==> src/rtl/mem_port_arbiter_if.sv <==
// Bundle of the shared memory-port signals: IF and MEM requester handshakes,
// the unified memory port, and the acks/read data returned to the pipeline.
// The arbiter takes the slave view; the pipeline/memory side takes the master view.
interface mem_port_arbiter_if;
  // IF stage request
  logic        if_req_i;
  logic [31:0] if_addr_i;
  // MEM stage request
  logic        mem_req_i;
  logic        mem_we_i;
  logic [3:0]  mem_be_i;
  logic [31:0] mem_addr_i;
  logic [31:0] mem_wdata_i;
  // memory side
  logic [31:0] port_rdata_i;
  logic        sel_o;
  logic        port_en_o;
  logic        port_we_o;
  logic [3:0]  port_be_o;
  logic [31:0] port_addr_o;
  logic [31:0] port_wdata_o;
  // completion back to the stages
  logic        if_ack_o;
  logic        mem_ack_o;
  logic [31:0] rdata_o;
  logic        busy_o;

  modport slave (
    input  if_req_i, if_addr_i,
    input  mem_req_i, mem_we_i, mem_be_i, mem_addr_i, mem_wdata_i,
    input  port_rdata_i,
    output sel_o, port_en_o, port_we_o, port_be_o, port_addr_o, port_wdata_o,
    output if_ack_o, mem_ack_o, rdata_o, busy_o
  );

  modport master (
    output if_req_i, if_addr_i,
    output mem_req_i, mem_we_i, mem_be_i, mem_addr_i, mem_wdata_i,
    output port_rdata_i,
    input  sel_o, port_en_o, port_we_o, port_be_o, port_addr_o, port_wdata_o,
    input  if_ack_o, mem_ack_o, rdata_o, busy_o
  );
endinterface

==> src/rtl/mem_port_arbiter.sv <==
// Unified memory port arbiter between IF (fetch) and MEM (load/store).
// IDLE -> ACCESS (WAIT_CYCLES cycles, port enabled) -> RESP (one-cycle ack) -> IDLE.
// MEM normally wins; after STARVE_LIMIT consecutive MEM grants with IF waiting,
// IF is forced through. The winning request is latched at the grant edge so
// requester inputs may change freely while the access is in flight.
module mem_port_arbiter #(
  parameter int WAIT_CYCLES  = 2,
  parameter int STARVE_LIMIT = 3
) (
  input  logic           clk_i,
  input  logic           rst_i,
  mem_port_arbiter_if.slave bus
);

  localparam int WCW = (WAIT_CYCLES > 1) ? $clog2(WAIT_CYCLES) : 1;
  localparam int SCW = (STARVE_LIMIT > 0) ? $clog2(STARVE_LIMIT + 1) : 1;
  localparam logic [WCW-1:0] WAIT_LOAD = WCW'(WAIT_CYCLES - 1);
  localparam logic [SCW-1:0] STARVE_MAX = SCW'(STARVE_LIMIT);

  typedef enum logic [1:0] {
    S_IDLE   = 2'd0,
    S_ACCESS = 2'd1,
    S_RESP   = 2'd2
  } state_t;

  // latched copy of the granted access
  typedef struct packed {
    logic        we;
    logic [3:0]  be;
    logic [31:0] addr;
    logic [31:0] wdata;
  } acc_t;

  state_t           state, state_nxt;
  logic             sel_q;
  acc_t             acc_q;
  acc_t             grant_acc;
  logic [WCW-1:0]   wait_cnt;
  logic [SCW-1:0]   starve_cnt;
  logic [31:0]      rdata_q;

  logic             req_any;
  logic             if_forced;
  logic             grant_mem;
  logic             grant;
  logic             wait_done;
  logic             in_access;
  logic             is_store;

  assign req_any   = bus.if_req_i | bus.mem_req_i;
  assign if_forced = bus.if_req_i && (starve_cnt == STARVE_MAX);
  assign grant_mem = bus.mem_req_i && !if_forced;
  assign grant     = (state == S_IDLE) && req_any;
  assign wait_done = (wait_cnt == '0);
  assign in_access = (state == S_ACCESS);
  assign is_store  = sel_q && acc_q.we;

  // Winner's access fields; a fetch is always a full-word read.
  always_comb begin
    grant_acc = '0;
    if (grant_mem) begin
      grant_acc.we    = bus.mem_we_i;
      grant_acc.be    = bus.mem_be_i;
      grant_acc.addr  = bus.mem_addr_i;
      grant_acc.wdata = bus.mem_wdata_i;
    end else begin
      grant_acc.we    = 1'b0;
      grant_acc.be    = 4'hF;
      grant_acc.addr  = bus.if_addr_i;
      grant_acc.wdata = '0;
    end
  end

  // State register; reset aborts any access in flight without an ack.
  always_ff @(posedge clk_i or posedge rst_i) begin
    if (rst_i) state <= S_IDLE;
    else       state <= state_nxt;
  end

  // Next-state decode.
  always_comb begin
    state_nxt = state;
    case (state)
      S_IDLE:   if (req_any) state_nxt = S_ACCESS;
      S_ACCESS: if (wait_done) state_nxt = S_RESP;
      S_RESP:   state_nxt = S_IDLE;
      default:  state_nxt = S_IDLE;
    endcase
  end

  // Grant-time latching of owner/access and the access latency counter.
  always_ff @(posedge clk_i or posedge rst_i) begin
    if (rst_i) begin
      sel_q    <= 1'b0;
      acc_q    <= '0;
      wait_cnt <= '0;
    end else if (grant) begin
      sel_q    <= grant_mem;
      acc_q    <= grant_acc;
      wait_cnt <= WAIT_LOAD;
    end else if (in_access && !wait_done) begin
      wait_cnt <= wait_cnt - WCW'(1);
    end
  end

  // Starvation counter: counts MEM grants that overtook a waiting fetch.
  always_ff @(posedge clk_i or posedge rst_i) begin
    if (rst_i) begin
      starve_cnt <= '0;
    end else if (grant) begin
      if (grant_mem && bus.if_req_i) begin
        if (starve_cnt != STARVE_MAX) starve_cnt <= starve_cnt + SCW'(1);
      end else begin
        starve_cnt <= '0;
      end
    end
  end

  // Read data captured on the last access cycle; stores leave it untouched.
  always_ff @(posedge clk_i or posedge rst_i) begin
    if (rst_i)                              rdata_q <= '0;
    else if (in_access && wait_done && !is_store) rdata_q <= bus.port_rdata_i;
  end

  // Port outputs decode from registered state and are quiet outside ACCESS.
  assign bus.sel_o        = sel_q;
  assign bus.port_en_o    = in_access;
  assign bus.port_we_o    = in_access && is_store;
  assign bus.port_be_o    = in_access ? acc_q.be    : 4'h0;
  assign bus.port_addr_o  = in_access ? acc_q.addr  : 32'h0;
  assign bus.port_wdata_o = in_access ? acc_q.wdata : 32'h0;
  assign bus.if_ack_o     = (state == S_RESP) && !sel_q;
  assign bus.mem_ack_o    = (state == S_RESP) &&  sel_q;
  assign bus.rdata_o      = rdata_q;
  assign bus.busy_o       = (state != S_IDLE);

endmodule

==> src/flat_wrapper.sv <==
// flat-port wrapper written by rule: the top's interface ports become plain ports
module mem_port_arbiter_flat 
#(
  parameter int WAIT_CYCLES  = 2,
  parameter int STARVE_LIMIT = 3
)
  (clk_i, rst_i, bus_if_req_i, bus_if_addr_i, bus_mem_req_i, bus_mem_we_i, bus_mem_be_i, bus_mem_addr_i, bus_mem_wdata_i, bus_port_rdata_i, bus_sel_o, bus_port_en_o, bus_port_we_o, bus_port_be_o, bus_port_addr_o, bus_port_wdata_o, bus_if_ack_o, bus_mem_ack_o, bus_rdata_o, bus_busy_o);
  mem_port_arbiter_if bus_i ();
  input  logic clk_i;
  input  logic rst_i;
  input wire logic [$bits(bus_i.if_req_i)-1:0] bus_if_req_i;
  input wire logic [$bits(bus_i.if_addr_i)-1:0] bus_if_addr_i;
  input wire logic [$bits(bus_i.mem_req_i)-1:0] bus_mem_req_i;
  input wire logic [$bits(bus_i.mem_we_i)-1:0] bus_mem_we_i;
  input wire logic [$bits(bus_i.mem_be_i)-1:0] bus_mem_be_i;
  input wire logic [$bits(bus_i.mem_addr_i)-1:0] bus_mem_addr_i;
  input wire logic [$bits(bus_i.mem_wdata_i)-1:0] bus_mem_wdata_i;
  input wire logic [$bits(bus_i.port_rdata_i)-1:0] bus_port_rdata_i;
  output wire logic [$bits(bus_i.sel_o)-1:0] bus_sel_o;
  output wire logic [$bits(bus_i.port_en_o)-1:0] bus_port_en_o;
  output wire logic [$bits(bus_i.port_we_o)-1:0] bus_port_we_o;
  output wire logic [$bits(bus_i.port_be_o)-1:0] bus_port_be_o;
  output wire logic [$bits(bus_i.port_addr_o)-1:0] bus_port_addr_o;
  output wire logic [$bits(bus_i.port_wdata_o)-1:0] bus_port_wdata_o;
  output wire logic [$bits(bus_i.if_ack_o)-1:0] bus_if_ack_o;
  output wire logic [$bits(bus_i.mem_ack_o)-1:0] bus_mem_ack_o;
  output wire logic [$bits(bus_i.rdata_o)-1:0] bus_rdata_o;
  output wire logic [$bits(bus_i.busy_o)-1:0] bus_busy_o;
  assign bus_i.if_req_i = bus_if_req_i;
  assign bus_i.if_addr_i = bus_if_addr_i;
  assign bus_i.mem_req_i = bus_mem_req_i;
  assign bus_i.mem_we_i = bus_mem_we_i;
  assign bus_i.mem_be_i = bus_mem_be_i;
  assign bus_i.mem_addr_i = bus_mem_addr_i;
  assign bus_i.mem_wdata_i = bus_mem_wdata_i;
  assign bus_i.port_rdata_i = bus_port_rdata_i;
  assign bus_sel_o = bus_i.sel_o;
  assign bus_port_en_o = bus_i.port_en_o;
  assign bus_port_we_o = bus_i.port_we_o;
  assign bus_port_be_o = bus_i.port_be_o;
  assign bus_port_addr_o = bus_i.port_addr_o;
  assign bus_port_wdata_o = bus_i.port_wdata_o;
  assign bus_if_ack_o = bus_i.if_ack_o;
  assign bus_mem_ack_o = bus_i.mem_ack_o;
  assign bus_rdata_o = bus_i.rdata_o;
  assign bus_busy_o = bus_i.busy_o;
  mem_port_arbiter #(.WAIT_CYCLES(WAIT_CYCLES), .STARVE_LIMIT(STARVE_LIMIT)) u_core (.clk_i(clk_i), .rst_i(rst_i), .bus(bus_i));
endmodule
==> config.mk <==
export PLATFORM = sky130hd
export DESIGN_NAME = mem_port_arbiter_flat
export DESIGN_NICKNAME = d
export VERILOG_FILES = /design/src/rtl/mem_port_arbiter_if.sv /design/src/rtl/mem_port_arbiter.sv /design/src/flat_wrapper.sv
export SDC_FILE = /design/constraint.sdc
export NUM_CORES = 1
export LEC_CHECK = 0
export ABC_AREA = 1
export ABC_CLOCK_PERIOD_IN_PS = 3200
export CAP_MARGIN = 20
export CORE_ASPECT_RATIO = 1.5
export CORE_MARGIN = 3
export CORE_UTILIZATION = 38
export CTS_CLUSTER_DIAMETER = 30
export DETAILED_ROUTE_END_ITERATION = 12
export PLACE_DENSITY_LB_ADDON = 0.08
export SETUP_SLACK_MARGIN = 0.15
export SYNTH_ARGS = -nofsm -noshare
export SYNTH_HDL_FRONTEND = slang
export SYNTH_SLANG_ARGS = --single-unit
==> constraint.sdc <==
create_clock -name clk_i -period 3.2 [get_ports clk_i]
set_clock_uncertainty 0.05 [all_clocks]
set_input_delay 0.32 -clock clk_i [delete_from_list [all_inputs] [get_ports clk_i]]
set_output_delay 0.32 -clock clk_i [all_outputs]
set_load 0.01 [all_outputs]
Word level (Yosys, flattened, before mapping) --
Cells that the tools add are included. W data, S select, Z words.
Operators by class: multiplexer cells 11, reductions and logical operators 19, $add $sub $neg 2, equal/unequal tests 7, bitwise gates (word level) 2
Operator list (count):
- $mux W69 | 1
- $mux W32 | 2
- $logic_and A1 B1 Y1 | 11
- $mux W2 | 4
- $ne A2 B2 Y1 const B | 3
- $eq A2 B2 Y1 const B | 2
- $mux W4 | 1
- $pmux W2 S2 | 1
- $reduce_and A2 Y1 | 2
- $reduce_bool A2 Y1 | 2
- $logic_not A1 Y1 | 3
- $add A2 B1 Y2 const B | 1
- $eq A2 B1 Y1 const B | 1
- $logic_not A2 Y1 | 1
- $mux W1 | 2
- $ne A2 B1 Y1 const B | 1
- $not A1 Y1 | 1
- $or A1 B1 Y1 | 1
- $sub A1 B1 Y1 const B | 1
Storage, ports and cells: output and inout bits 106, input port bits 137, bits in registers 107, logic and storage cells 50

Logic depth before layout (Yosys ltp) --
word-level depth 7, gate-level depth with buffers 7, depth with buffers taken out 6

Least setup slack after synthesis --
No wires, ideal clock.
kind reg2out, start point register u_core.sel_q (netlist: u_core.bus.sel_o), end point output bus_port_we_o, buffers on the path 1, cell stages (with the launch flop) 4, data required time 2.830 ns, path slack 1.825 ns, data arrival time 1.005 ns, cells stage by stage dfrtp_1 > nand2_1 > clkbuf_1 > nor2_1
Between the ends: cells in the longest elaborated chain, start to end 2
Ends and longest elaborated chain:
- start, declared | line mem_port_arbiter.sv:35 | logic sel_q;
- start signal, assigned | line mem_port_arbiter.sv:98 | sel_q <= grant_mem;
- $logic_and A1 B1 Y1 | line mem_port_arbiter.sv:56 | assign is_store = sel_q && acc_q.we;
- $logic_and A1 B1 Y1 | line mem_port_arbiter.sv:128 | assign bus.port_we_o = in_access && is_store;
- end, declared | line flat_wrapper.sv:21 | output wire logic [$bits(bus_i.port_we_o)-1:0] bus_port_we_o;
Every way passes these cells.

Worst setup path after layout --
start point register u_core.state[1], end point output bus_port_wdata_o[25]
Between the ends: cells in the longest elaborated chain, start to end 2
Ends and longest elaborated chain:
- start, declared | line mem_port_arbiter.sv:34 | state_t state, state_nxt;
- start signal, assigned | line mem_port_arbiter.sv:77 | else state <= state_nxt;
- $eq A2 B1 Y1 | line mem_port_arbiter.sv:55 | assign in_access = (state == S_ACCESS);
- $mux W32 | line mem_port_arbiter.sv:131 | assign bus.port_wdata_o = in_access ? acc_q.wdata : 32'h0;
- end, declared | line flat_wrapper.sv:24 | output wire logic [$bits(bus_i.port_wdata_o)-1:0] bus_port_wdata_o;
Every way passes these cells.

==> results.json <==
{
  "outcome": "completed",
  "finalPower_mw": 7.01,
  "synthesis.nets": 891,
  "core.rowCount": 52,
  "io_pins": 243,
  "start_util_pct": 39.3,
  "firstDrtPassIters": 7,
  "place_area_sq_um": 7940,
  "cts_setup_buffers": 0,
  "cts_made_buffers": 9,
  "antenna_left": 0,
  "synth-seq-area-share_pct": 49.6,
  "syn2layout_area_growth_pct": 52.6,
  "async_reset_ff_share_pct": 100,
  "period_share_pct": 84.9,
  "p_leak_nw": 4.22,
  "fin_util_pct": 60.0,
  "crit_path_end_kind": "primary output",
  "finalHoldViolations": 0,
  "gr-usage-all-layers_pct": 20.6,
  "crit_family": "buffers and inverters",
  "antenna_found_initial": 1,
  "cts_tree": "yes",
  "fin_cells": 1167,
  "irDropWorstVdd_uv": 419,
  "hold_buffers": 0,
  "clk_latency_ns": 0.34,
  "finalMaxSlewViolations": 0,
  "max-slew-margin-rel_pct": 52.6,
  "worstSetupPathType": "register to primary output",
  "worst_pin_slew_ns": 0.708,
  "ys_ff_latch": 107,
  "syn_area_per_cell_sq_um": 7.16,
  "wl_per_cell_microns": 13.7,
  "fp.coreArea_sq_um": 13700,
  "synthTopCellsByArea": "dfrtp_1 (50%), nand2_1 (17%), nand3_1 (12%)",
  "die-area_sq_um": 15700,
  "num_vias": 5240,
  "diodes": 0,
  "cp_max_fo": 40,
  "grt_max_degree": 108,
  "dp_hpwl_microns": 11000,
  "ctsResizeCount": 0,
  "yosysTopAreaCell": "dfrtp_1",
  "path_depth": 5,
  "met3_usage_pct": 5.41,
  "synth_edf_count": 0,
  "die_x_microns": 103,
  "wl_microns": 15900,
  "place_inst": 1151,
  "htree_levels": 3,
  "design_area_sq_um": 8230,
  "required_ns": 2.83,
  "final_nets": 1111,
  "grt-ovfl-total": 0,
  "yosysMostFrequentCell": "nand2_1",
  "timing.fmax_mhz": 368,
  "hold_class": "input port to async pin",
  "synth_ff_type": "dfrtp_1",
  "critical-path-max-stage-delay_ns": 0.57,
  "clk_path_buf_depth": 2,
  "power_frac_clock_pct": 15.4,
  "grt_util_met1_pct": 25.5,
  "syn_inst": 753,
  "yosysUniqueCellTypes": 17,
  "grt.busiest_layer": "met2",
  "period_minus_slack_ns": 2.72,
  "rsz0062_at_grt": "false",
  "path_buf_inv": 3,
  "seqPwrFrac_pct": 32.8,
  "maxCapViolCount": 0,
  "power_switching_mw": 2.79,
  "power_density_nw_per_um2": 852,
  "cts.sinks": 107,
  "path_cells": "inv_2, nand2_2, buf_12, nor2_1, clkdlybuf4s50_1",
  "grt_first_pass_wirelength_microns": 25900,
  "grt_pass1_vias": 5165,
  "rr_worst_depth": 6,
  "setup_viol": 0,
  "cts_root_buf": "clkbuf_16",
  "clk_pin_slew_worst_paths_ns": 0.08,
  "drc": 0,
  "grt_util_met2_pct": 34.7,
  "power_switching_share_pct": 39.8,
  "die_y_microns": 152,
  "start_kind": "register",
  "post_route_cells_drive_above_1_share_pct": 3.78,
  "syn_area_sq_um": 5400,
  "port_buffers": 242,
  "viasPerCell": 4.49,
  "first_iter_violations": 203,
  "ys_warn_count": 0,
  "crit_arrival_ns": 2.35,
  "setup_tns_ns": 0,
  "synth_common_cells": "nand2_1 (241), inv_1 (138), nand3_1 (130)",
  "slowest_stage": "clkdlybuf4s50_1",
  "p_int_mw": 4.22,
  "p_comb_share_pct": 51.7,
  "synth.top_cell.area_share_pct": 49.6,
  "gp_congestion": 0.779
}
-- flip-flops by register name, indices dropped and copies added, names as in the netlist --
name,cells
u_core.wait_cnt,1
u_core.bus.sel_o,1
u_core.state,2
u_core.bus.rdata_o,32
u_core.acc_q,69
u_core.starve_cnt,2
-- worst reg2reg max path: cells and delay by family (launching register included) --
family                 cells  cell delay (ns)
and+or+nand+nor            5             1.65
DFF                        1             0.41
buffers and inverters      1             0.09
-- path summary, 6_finish.rpt --
check / from / endpoint / slack [ns]
max: u_core.state[1] / bus_port_wdata_o[25] / 0.48
min in group clk_i: u_core.bus.rdata_o[7] / u_core.bus.rdata_o[7] / 0.42
max in group asynchronous: rst_i / u_core.acc_q[64] / 2.16
min reg2reg: u_core.bus.rdata_o[7] / u_core.bus.rdata_o[7] / 0.42
max reg2reg: u_core.state[1] / u_core.bus.rdata_o[9] / 0.88
min: rst_i / u_core.acc_q[17] / 0.38
-- kinds of logic after synthesis --
group,count (synthesis),synth area share (%)
DFF,107,49.6
buffers and inverters,184,14.3
AOI/OAI and AO/OA,9,0.835
and+or+nand+nor,452,35.0
adders and majority gates,1,0.232
-- layout make-up --
| cell class | count | area [sq um] |
|---|---|---|
| fillers | 1307 | 5500 |
| flip-flops and latches | 107 | 2680 |
| repair buffers | 253 | 2540 |
| multi-input cells | 462 | 1960 |
| inverters | 140 | 529 |
| clock buffers | 10 | 239 |
| well taps | 189 | 236 |
| clock inverters | 6 | 48.8 |
-- power groups by stage --
stage | Clock (mW) | Sequential, mW | Combinational (mW)
after floorplan | 0 | 2.36 | 1.90
after global placement | 0 | 2.31 | 3.64
after detailed placement | 0 | 2.32 | 3.68
after CTS | 1.11 | 2.30 | 3.70
after global routing | 1.17 | 2.38 | 4.07
final | 1.08 | 2.30 | 3.62
-- through the flow --
stage | hold WS, ns | setup slack, ns
floorplan | 0.398 | 1.54
global placement | 0.403 | 0.869
detailed placement | 0.407 | 0.837
CTS | 0.425 | 0.452
global route | 0.444 | 0.322
finish | 0.375 | 0.482
-- layer usage --
metal	up-vias	wire, microns
li1	2672	-
met1	2389	6590
met2	163	7980
met3	14	1110
met4	2	240
met5	-	13
-- cell usage in the layout (no fill, tap or decap), types with 3 or more instances in the layout --
cell type,n
clkinvlp_4,3
buf_12,3
o21ai_0,4
o21ai_1,4
nor2_1,72
dfrtp_1,107
nand2_2,4
clkbuf_16,9
nand3_1,130
nand2_1,241
clkdlybuf4s50_1,242
buf_4,8
inv_1,137
No activity file was read; power rests on OpenSTA's default activity.
